<file path="src/rtl/mem_arbiter_pkg.sv">
// rtl/mem_arbiter_pkg.sv - shared states, requester IDs and timeout default for mem_arbiter
package mem_arbiter_pkg;

    // Arbiter sequencing: sample requests, hold the memory access, pulse the response
    typedef enum logic [1:0] {
        ARB_IDLE  = 2'd0,
        ARB_ISSUE = 2'd1,
        ARB_RESP  = 2'd2
    } arb_state_e;

    // Requester identity of the access currently owned by the arbiter
    typedef logic arb_src_t;

    localparam arb_src_t ARB_SRC_L1I = 1'b0;
    localparam arb_src_t ARB_SRC_L1D = 1'b1;

    // Default number of ISSUE cycles to wait for mem_ack before aborting
    localparam int ARB_TIMEOUT_CYCLES_DEFAULT = 255;

    // Counter width able to hold the value TIMEOUT_CYCLES itself
    function automatic int arb_count_width(input int cycles);
        return $clog2(cycles + 1);
    endfunction

endpackage

</file>
<file path="src/rtl/arb_timeout_counter.sv">
// rtl/arb_timeout_counter.sv - saturating ISSUE-cycle counter that flags an expired memory access
module arb_timeout_counter
    import mem_arbiter_pkg::*;
#(
    parameter int TIMEOUT_CYCLES = ARB_TIMEOUT_CYCLES_DEFAULT
) (
    input  logic clk_i,
    input  logic rst_ni,
    input  logic clear_i,
    input  logic enable_i,
    output logic expired_o
);

    localparam int CW = arb_count_width(TIMEOUT_CYCLES);
    localparam logic [CW-1:0] COUNT_LAST  = CW'(TIMEOUT_CYCLES - 1);
    localparam logic [CW-1:0] COUNT_LIMIT = CW'(TIMEOUT_CYCLES);

    logic [CW-1:0] count_q;
    logic [CW-1:0] count_d;

    // Clear on a new access, count unacknowledged ISSUE cycles, saturate instead of wrapping
    always_comb begin
        count_d = count_q;
        if (clear_i) begin
            count_d = '0;
        end else if (enable_i && (count_q != COUNT_LIMIT)) begin
            count_d = count_q + 1'b1;
        end
    end

    // Counter register
    always_ff @(posedge clk_i or negedge rst_ni) begin
        if (!rst_ni) begin
            count_q <= '0;
        end else begin
            count_q <= count_d;
        end
    end

    // This unacknowledged cycle is the TIMEOUT_CYCLES-th one; an ack in the same cycle masks it
    assign expired_o = enable_i && (count_q == COUNT_LAST);

endmodule

</file>
<file path="src/rtl/mem_arbiter.sv">
// rtl/mem_arbiter.sv - two-requester (l1i/l1d) backing-memory arbiter; MEM_ARBITER_ROUND_ROBIN_EN selects round-robin arbitration
module mem_arbiter
    import mem_arbiter_pkg::*;
#(
    parameter int ADDR_WIDTH     = 32,
    parameter int DATA_WIDTH     = 32,
    parameter int TIMEOUT_CYCLES = ARB_TIMEOUT_CYCLES_DEFAULT
) (
    input  logic                  clock,
    input  logic                  reset_n,

    input  logic                  l1i_req,
    input  logic [ADDR_WIDTH-1:0] l1i_address,
    output logic                  l1i_ready,
    output logic [DATA_WIDTH-1:0] l1i_data,

    input  logic                  l1d_req,
    input  logic                  l1d_write,
    input  logic [ADDR_WIDTH-1:0] l1d_address,
    input  logic [DATA_WIDTH-1:0] l1d_wdata,
    output logic                  l1d_ready,
    output logic [DATA_WIDTH-1:0] l1d_data,

    output logic                  mem_valid,
    output logic                  mem_write,
    output logic [ADDR_WIDTH-1:0] mem_address,
    output logic [DATA_WIDTH-1:0] mem_wdata,
    input  logic                  mem_ack,
    input  logic [DATA_WIDTH-1:0] mem_rdata,

    output logic                  bus_error
);

    arb_state_e            state_q;
    arb_src_t              src_q;
    arb_src_t              grant_d;
    logic                  any_req;
    logic                  timeout_clear;
    logic                  timeout_enable;
    logic                  timeout_expired;

    logic                  mem_valid_q;
    logic                  mem_write_q;
    logic [ADDR_WIDTH-1:0] mem_address_q;
    logic [DATA_WIDTH-1:0] mem_wdata_q;
    logic                  l1i_ready_q;
    logic                  l1d_ready_q;
    logic [DATA_WIDTH-1:0] l1i_data_q;
    logic [DATA_WIDTH-1:0] l1d_data_q;
    logic                  bus_error_q;

`ifdef MEM_ARBITER_ROUND_ROBIN_EN
    arb_src_t              last_grant_q;
`endif

    assign any_req = l1i_req || l1d_req;

    // Pick the winner among requests pending in IDLE
    always_comb begin
        grant_d = l1d_req ? ARB_SRC_L1D : ARB_SRC_L1I;
`ifdef MEM_ARBITER_ROUND_ROBIN_EN
        if (l1i_req && l1d_req) begin
            grant_d = (last_grant_q == ARB_SRC_L1I) ? ARB_SRC_L1D : ARB_SRC_L1I;
        end
`endif
    end

    // The timer restarts with every accepted access and runs only while ISSUE waits for an ack
    assign timeout_clear  = (state_q == ARB_IDLE) && any_req;
    assign timeout_enable = (state_q == ARB_ISSUE) && !mem_ack;

    arb_timeout_counter #(
        .TIMEOUT_CYCLES (TIMEOUT_CYCLES)
    ) u_timeout (
        .clk_i     (clock),
        .rst_ni    (reset_n),
        .clear_i   (timeout_clear),
        .enable_i  (timeout_enable),
        .expired_o (timeout_expired)
    );

    // Arbiter FSM with registered memory request and requester responses
    always_ff @(posedge clock or negedge reset_n) begin
        if (!reset_n) begin
            state_q       <= ARB_IDLE;
            src_q         <= ARB_SRC_L1I;
            mem_valid_q   <= 1'b0;
            mem_write_q   <= 1'b0;
            mem_address_q <= '0;
            mem_wdata_q   <= '0;
            l1i_ready_q   <= 1'b0;
            l1d_ready_q   <= 1'b0;
            l1i_data_q    <= '0;
            l1d_data_q    <= '0;
            bus_error_q   <= 1'b0;
`ifdef MEM_ARBITER_ROUND_ROBIN_EN
            last_grant_q  <= ARB_SRC_L1I;
`endif
        end else begin
            l1i_ready_q <= 1'b0;
            l1d_ready_q <= 1'b0;
            bus_error_q <= 1'b0;
            case (state_q)
                ARB_IDLE: begin
                    if (any_req) begin
                        src_q       <= grant_d;
                        mem_valid_q <= 1'b1;
                        state_q     <= ARB_ISSUE;
`ifdef MEM_ARBITER_ROUND_ROBIN_EN
                        last_grant_q <= grant_d;
`endif
                        if (grant_d == ARB_SRC_L1D) begin
                            mem_write_q   <= l1d_write;
                            mem_address_q <= l1d_address;
                            mem_wdata_q   <= l1d_write ? l1d_wdata : '0;
                        end else begin
                            mem_write_q   <= 1'b0;
                            mem_address_q <= l1i_address;
                            mem_wdata_q   <= '0;
                        end
                    end
                end
                ARB_ISSUE: begin
                    if (mem_ack) begin
                        mem_valid_q <= 1'b0;
                        state_q     <= ARB_RESP;
                        if (src_q == ARB_SRC_L1D) begin
                            l1d_ready_q <= 1'b1;
                            l1d_data_q  <= mem_write_q ? '0 : mem_rdata;
                        end else begin
                            l1i_ready_q <= 1'b1;
                            l1i_data_q  <= mem_rdata;
                        end
                    end else if (timeout_expired) begin
                        mem_valid_q <= 1'b0;
                        bus_error_q <= 1'b1;
                        state_q     <= ARB_RESP;
                        if (src_q == ARB_SRC_L1D) begin
                            l1d_ready_q <= 1'b1;
                            l1d_data_q  <= '0;
                        end else begin
                            l1i_ready_q <= 1'b1;
                            l1i_data_q  <= '0;
                        end
                    end
                end
                ARB_RESP: begin
                    state_q <= ARB_IDLE;
                end
                default: begin
                    state_q     <= ARB_IDLE;
                    mem_valid_q <= 1'b0;
                end
            endcase
        end
    end

    assign mem_valid   = mem_valid_q;
    assign mem_write   = mem_write_q;
    assign mem_address = mem_address_q;
    assign mem_wdata   = mem_wdata_q;
    assign l1i_ready   = l1i_ready_q;
    assign l1i_data    = l1i_data_q;
    assign l1d_ready   = l1d_ready_q;
    assign l1d_data    = l1d_data_q;
    assign bus_error   = bus_error_q;

endmodule

</file>
<file path="config.mk">
export PLATFORM = sky130hd
export DESIGN_NAME = mem_arbiter
export DESIGN_NICKNAME = d
export VERILOG_FILES = /design/src/rtl/mem_arbiter_pkg.sv /design/src/rtl/arb_timeout_counter.sv /design/src/rtl/mem_arbiter.sv
export SDC_FILE = /design/constraint.sdc
export NUM_CORES = 1
export LEC_CHECK = 0
export BUFFER_PORTS_ARGS = -buffer_cell sky130_fd_sc_hd__buf_2
export CAP_MARGIN = 20
export CORE_ASPECT_RATIO = 0.7
export CORE_MARGIN = 2
export CORE_UTILIZATION = 48
export DETAILED_ROUTE_END_ITERATION = 8
export GPL_TIMING_DRIVEN = 0
export MAX_ROUTING_LAYER = met4
export PLACE_DENSITY_LB_ADDON = 0.08
export SLEW_MARGIN = 20
export SYNTH_ARGS = -nofsm -noshare
export SYNTH_HDL_FRONTEND = slang
export SYNTH_HIERARCHICAL = 1
export SYNTH_SLANG_ARGS = --single-unit
</file>
<file path="constraint.sdc">
create_clock -name clock -period 2.9 [get_ports clock]
set_input_delay 0.58 -clock clock [delete_from_list [all_inputs] [get_ports clock]]
set_output_delay 0.58 -clock clock [all_outputs]
set_load 0.01 [all_outputs]
</file>
==> results.md, run 1 <==
- Sequential share of the synthesized area: 57.0%
- GRT Total Usage: 23.1%
- Post-Synthesis Cells: 454
- Hold/Removal Path Class: in -> async
- Status: complete, no violations
- Yosys warns: 6
- Util after Layout: 65.0%
- Largest net degree at the start of global routing: 85
- Detailed Route WL: 15300 um
- Initial Util: 48.6%
- Final Max Tran Viols: 0
- H-tree depth: 4
- Leak Pwr: 4.38 nW
- Largest cells by area after synthesis: dfrtp_1 (57%), mux2_2 (21%), a22o_1 (4.6%)
- Number of CTS-inserted buffers: 17
- Initial antenna violation count: 0
- Die Wd: 141 um
- Layout area overhead: 33.7%
- CTS root buffer: clkbuf_16
- Worst Skew: 0.0185 ns
- MaxCap Viol Count: 0
- DRT iter0 DRCs: 177
- Unrepaired setup endpoints after global routing: false
- Dominant cell type by area after synthesis: dfrtp_1
- Non-Filler Instances: 917
- Die area: 0.0141 mm2
- Worst skew pair latency: 0.41 ns
- Overflow after GRT: 0
- Post-layout min period: 2.57 ns
- DR vias/cell: 5.10
- Worst setup SP type: primary input
- Placeable core area: 0.0130 mm2
- Post-CTS setup repair buffer count: 0
- Deepest clock path buffer count: 2
- WL per Instance: 16.6 um
- Vias: 4677
- Worst vdd ir: 528 uV
- Most frequent cells in the layout: buf_2 (272), dfrtp_1 (144), mux2_2 (119)
- Hold Slack: 0.0869 ns
- Post-layout nets: 875
- Die Ht: 100 um
- Synth Cell Area: 0.00632 mm2
- CP max stage delay: 0.42 ns
- Net Count, Synth: 590
- Delay-heaviest family, CP: simple AND/OR/NAND/NOR gates
- Clock-pin slew on the worst setup and hold paths: 0.06 ns
- Layout cells sized above 1: 58.9%
- Crit path kind: in -> reg
- Worst Max-Slew Pin Slew: 0.679 ns
- CTS tree: yes
- Syn avg cell area: 13.9 um2
- Std-Cell Rows: 35
- Clock Sink Count: 144
- Post-DP HPWL: 11500 um
- CTS Hold Bufs: 0
- 1st-pass router iterations: 4
- Relative slew slack: 54.7%
- Routability cong.: 0.786
- PD cells: 975 mW/mm2
- Number of global-route vias before repair: 4858
- CP Cell Sequence: buf_2, clkbuf_1, nor2_2, and3_1, and3_1, nor2_2, nor3b_4, buf_6, mux2_2
- Ports: 267
- Crit Path Max Fanout: 10
- Post-CTS resize count: 0
- DRC violations left: 0
- #FFs+latches synth: 144
- Antenna diode count: 0
- Worst Path Buf+Inv: 3
- CP endpoint kind: register
- Placed Cells: 886
- WP data arrival: 2.86 ns
- Final worst path period share: 88.6%
- Final Hold Viols: 0
- Routed Antenna Nets: 0
- Most common cell after layout, fill and taps aside: buf_2
- Count of buffers from port buffering: 265
- First-pass GRT wire length: 24800 um
- Setup-failing EPs final: 0
- Critical Path RT: 3.19 ns
- FMAX: 389 MHz
- Worst path slowest cell: nor3b_4
- Synth unique cells: 34
- Synth top area share: 57.0%
[worst paths after layout]
check | start | end | slack, ns | cells past startpoint
setup / recovery | mem_ack | l1d_data[11] | 0.33 | 9
hold / removal | reset_n | mem_wdata[4] | 0.09 | 1
setup reg to reg | state_q[1] | l1d_data[11] | 0.41 | 8
hold reg to reg | l1d_data[3] | l1d_data[3] | 0.48 | 1
max in group asynchronous | reset_n | mem_address[31] | 2.05 | 2
min in group clock | l1d_wdata[2] | mem_wdata[2] | 0.38 | 2
[through the flow]
| stage | cell area, um2 | setup TNS, ns | setup slack (ns) | power (mW) |
|---|---|---|---|---|
| after detailed placement | 7890 | -12.76 | -0.270 | 6.25 |
| after global routing | 8450 | 0 | 0.137 | 8.72 |
| final | 8450 | 0 | 0.331 | 8.24 |
| after CTS | 8450 | 0 | 0.170 | 8.32 |
| after global placement | 7850 | -111.93 | -0.730 | 6.15 |
| after floorplan | 6320 | 0 | 0.446 | 4.94 |
[sequential cells by signal, summed over array words and instances (netlist names), 2 cells and up]
signal             count
l1i_data              32
mem_wdata             32
state_q                2
l1d_data              32
u_timeout/count_q      8
mem_address           32
[layer usage]
layer  track usage [%]  part of all wire [%]  up-vias
met5                 -                     0        -
met3              5.39                   6.1        8
met4              5.77                  0.56        0
li1                  -                     -     2181
met2              37.8                    49      170
met1              29.7                    44     2318
[power by group]
part | switching, mW | internal [mW] | total (mW) | leakage, nW
combinational | 1.46 | 1.48 | 2.94 | 2.26
sequential | 0.438 | 2.80 | 3.24 | 1.85
clock | 0.874 | 1.19 | 2.06 | 0.266
total | 2.77 | 5.46 | 8.24 | 4.38
[synth_stat cells]
library cell and count:
dfrtp_1 144, mux2_2 119, nor2b_1 36, a22o_1 33, and2_1 33, mux2_1 13
clkbuf_1 11, buf_2 8, nor2_1 7, buf_4 5, a211oi_1 4, inv_1 4
a21oi_1 3, and3_1 3, buf_6 3, nand2_1 3, nand3_1 3, nor3_1 3
ha_1 2, nor2_2 2, o31ai_1 2, a21o_1 1, a31oi_1 1, a41oi_4 1
and4_1 1, and4_4 1, and4bb_1 1, inv_2 1, nand2b_4 1, nand4_1 1
nor3_4 1, nor3b_4 1, o21a_1 1, o21ai_4 1
[final cells by class]
cell class                 instances  area, um2
timing repair buffer             266       1360
fill                            1062       4560
inverter                           5       18.8
sequential                       144       3600
clock buffer                      17        425
clock inverter                    14        133
tap                              166        208
multi-input combinational        278       2550
buffer                            27        153
[logic make-up (layout without fill, tap and decap cells)]
group           count (synthesis)  count (layout)  synth area share, %
flops                         144             144                 57.0
mux                           132             132                 23.5
simple gates                   97              97                 9.78
compound gates                 47              47                 6.55
buf+inv                        32             329                 2.71
fa+ha+maj                       2               2                0.396
[worst reg2reg max path, cell delays in order (launching register included)]
cell	delay, ns
dfrtp_1	0.40
nand2b_4	0.19
nor2_2	0.25
and3_1	0.19
and3_1	0.25
nor2_2	0.10
nor3b_4	0.42
buf_6	0.22
mux2_2	0.34
Note: power is estimated with default switching activity, not from simulation.
==> run 2: changes to the inputs <==
--- a/config.mk
+++ b/config.mk
@@ -13,7 +13,7 @@
 export DETAILED_ROUTE_END_ITERATION = 8
 export GPL_TIMING_DRIVEN = 0
 export MAX_ROUTING_LAYER = met4
-export PLACE_DENSITY_LB_ADDON = 0.08
+export PLACE_DENSITY = 0.87
 export SLEW_MARGIN = 20
 export SYNTH_ARGS = -nofsm -noshare
 export SYNTH_HDL_FRONTEND = slang
==> results.md, run 2 (synthesized netlist as in run 1, its figures left out) <==
- Status: complete, no violations
- Final Cell Area: 0.00847 mm2
- Deepest clock path buffer count: 2
- Clock Sink Count: 144
- CP Cell Sequence: buf_2, clkbuf_1, nor2_1, and3_1, and3_1, nor2_2, nor3b_4, buf_6, mux2_2
- Fillers: 999
- Layout cells sized above 1: 58.6%
- Setup_tns: 0 ns
- Post-layout nets: 875
- Std-Cell Rows: 35
- Most frequent cells in the layout: buf_2 (272), dfrtp_1 (144), mux2_2 (119)
- Worst Skew: 0.0104 ns
- Die Wd: 141 um
- Largest net degree at the start of global routing: 105
- Worst R2R End: l1d_data[10]
- Non-Filler Instances: 919
- H-tree depth: 4
- Critical Path RT: 3.19 ns
- MaxCap Viol Count: 0
- Post-CTS setup repair buffer count: 0
- CP endpoint: l1d_data[10]
- Worst skew pair latency: 0.41 ns
- CTS root buffer: clkbuf_16
- Number of CTS-inserted buffers: 17
- Layout area overhead: 34.1%
- FMAX: 374 MHz
- Relative slew slack: 61.2%
- Initial Util: 48.6%
- Initial antenna violation count: 0
- Leak Pwr: 4.39 nW
- Reg2reg start: state_q[1]
- DR vias/cell: 5.09
- Routed Antenna Nets: 0
- Ports: 267
- Worst reg2reg path depth: 8
- Util after Layout: 65.1%
- WP data arrival: 2.96 ns
- Post-CTS resize count: 0
- 1st-pass router iterations: 4
- CP endpoint kind: register
- CP dominant cell by count: and3_1
- Die area: 0.0141 mm2
- Setup crit start: mem_ack
- Crit path kind: in -> reg
- Crit Path Max Fanout: 11
- Die Ht: 100 um
- Vias: 4680
- Clock-pin slew on the worst setup and hold paths: 0.06 ns
- Routability cong.: 0.794
- CTS Hold Bufs: 0
- Detailed Route WL: 14900 um
- WL per Instance: 16.2 um
- Post-DP HPWL: 11100 um
- Placeable core area: 0.0130 mm2
- CP max stage delay: 0.44 ns
- Hold/Removal Path Class: in -> async
- DRT iter0 DRCs: 180
- R2r setup slk: 0.28 ns
- Final Max Tran Viols: 0
- FF/Latch Area: 0.00360 mm2
- Worst vdd ir: 525 uV
- Placed Cells: 886
- Final worst path period share: 92.3%
- DRC violations left: 0
- Worst path slowest cell: nor2_1
- Count of buffers from port buffering: 265
- PD cells: 976 mW/mm2
- CTS tree: yes
- Unrepaired setup endpoints after global routing: false
- Overflow after GRT: 0
- GRT Total Usage: 22.2%
- First-pass GRT wire length: 24100 um
- Setup-failing EPs final: 0
- Worst setup SP type: primary input
- Placed inst area: 0.00789 mm2
- Post-layout min period: 2.68 ns
- Area occupied by multi-input gates: 0.00254 mm2
- Final Hold Viols: 0
- Worst Max-Slew Pin Slew: 0.582 ns
- Most common cell after layout, fill and taps aside: buf_2
- Number of global-route vias before repair: 4977
-- run 2: metal layers --
layer	up-vias	track usage, %	share of wire, %
met5	-	-	0
met3	24	5.30	4.7
met4	0	6.85	1.7
li1	2180	-	-
met1	2326	27.2	43
met2	150	36.8	50
-- run 2: critical path: cells and delay by family --
kind,cells,cell delay [ns]
simple gates,5,1.40
mux,1,0.35
buf+inv,3,0.62
-- run 2: cell type report --
cell class,count,area share [%]
sequential,144,42.5
multi-input combinational,278,30.0
timing repair buffer,266,16.1
clock buffer,20,5.39
tap,166,2.45
buffer,27,1.80
clock inverter,12,1.45
inverter,5,0.222
antenna,1,0.0295
-- run 2: worst min-delay path by stage --
stage                                from         endpoint
after floorplan                   reset_n        bus_error
after global placement     mem_address[9]   mem_address[9]
after detailed placement  mem_address[26]  mem_address[26]
after CTS                         reset_n     mem_wdata[2]
after global routing              reset_n    mem_wdata[17]
final                             reset_n    mem_wdata[18]
-- run 2: where the power goes --
group	leakage (nW)	total, mW	switching [mW]	internal (mW)
Combinational	2.26	2.93	1.45	1.48
Clock	0.275	2.11	0.867	1.24
Sequential	1.85	3.23	0.429	2.80
Total	4.39	8.26	2.74	5.52
-- run 2: through the flow --
step | hold WS, ns | power [mW] | setup WS (ns)
global placement | 0.462 | 6.07 | -0.624
finish | 0.0444 | 8.26 | 0.224
detailed placement | 0.471 | 6.22 | -0.214
global route | 0.0437 | 8.75 | 0.0325
floorplan | 0.284 | 4.94 | 0.446
CTS | 0.0415 | 8.36 | 0.211
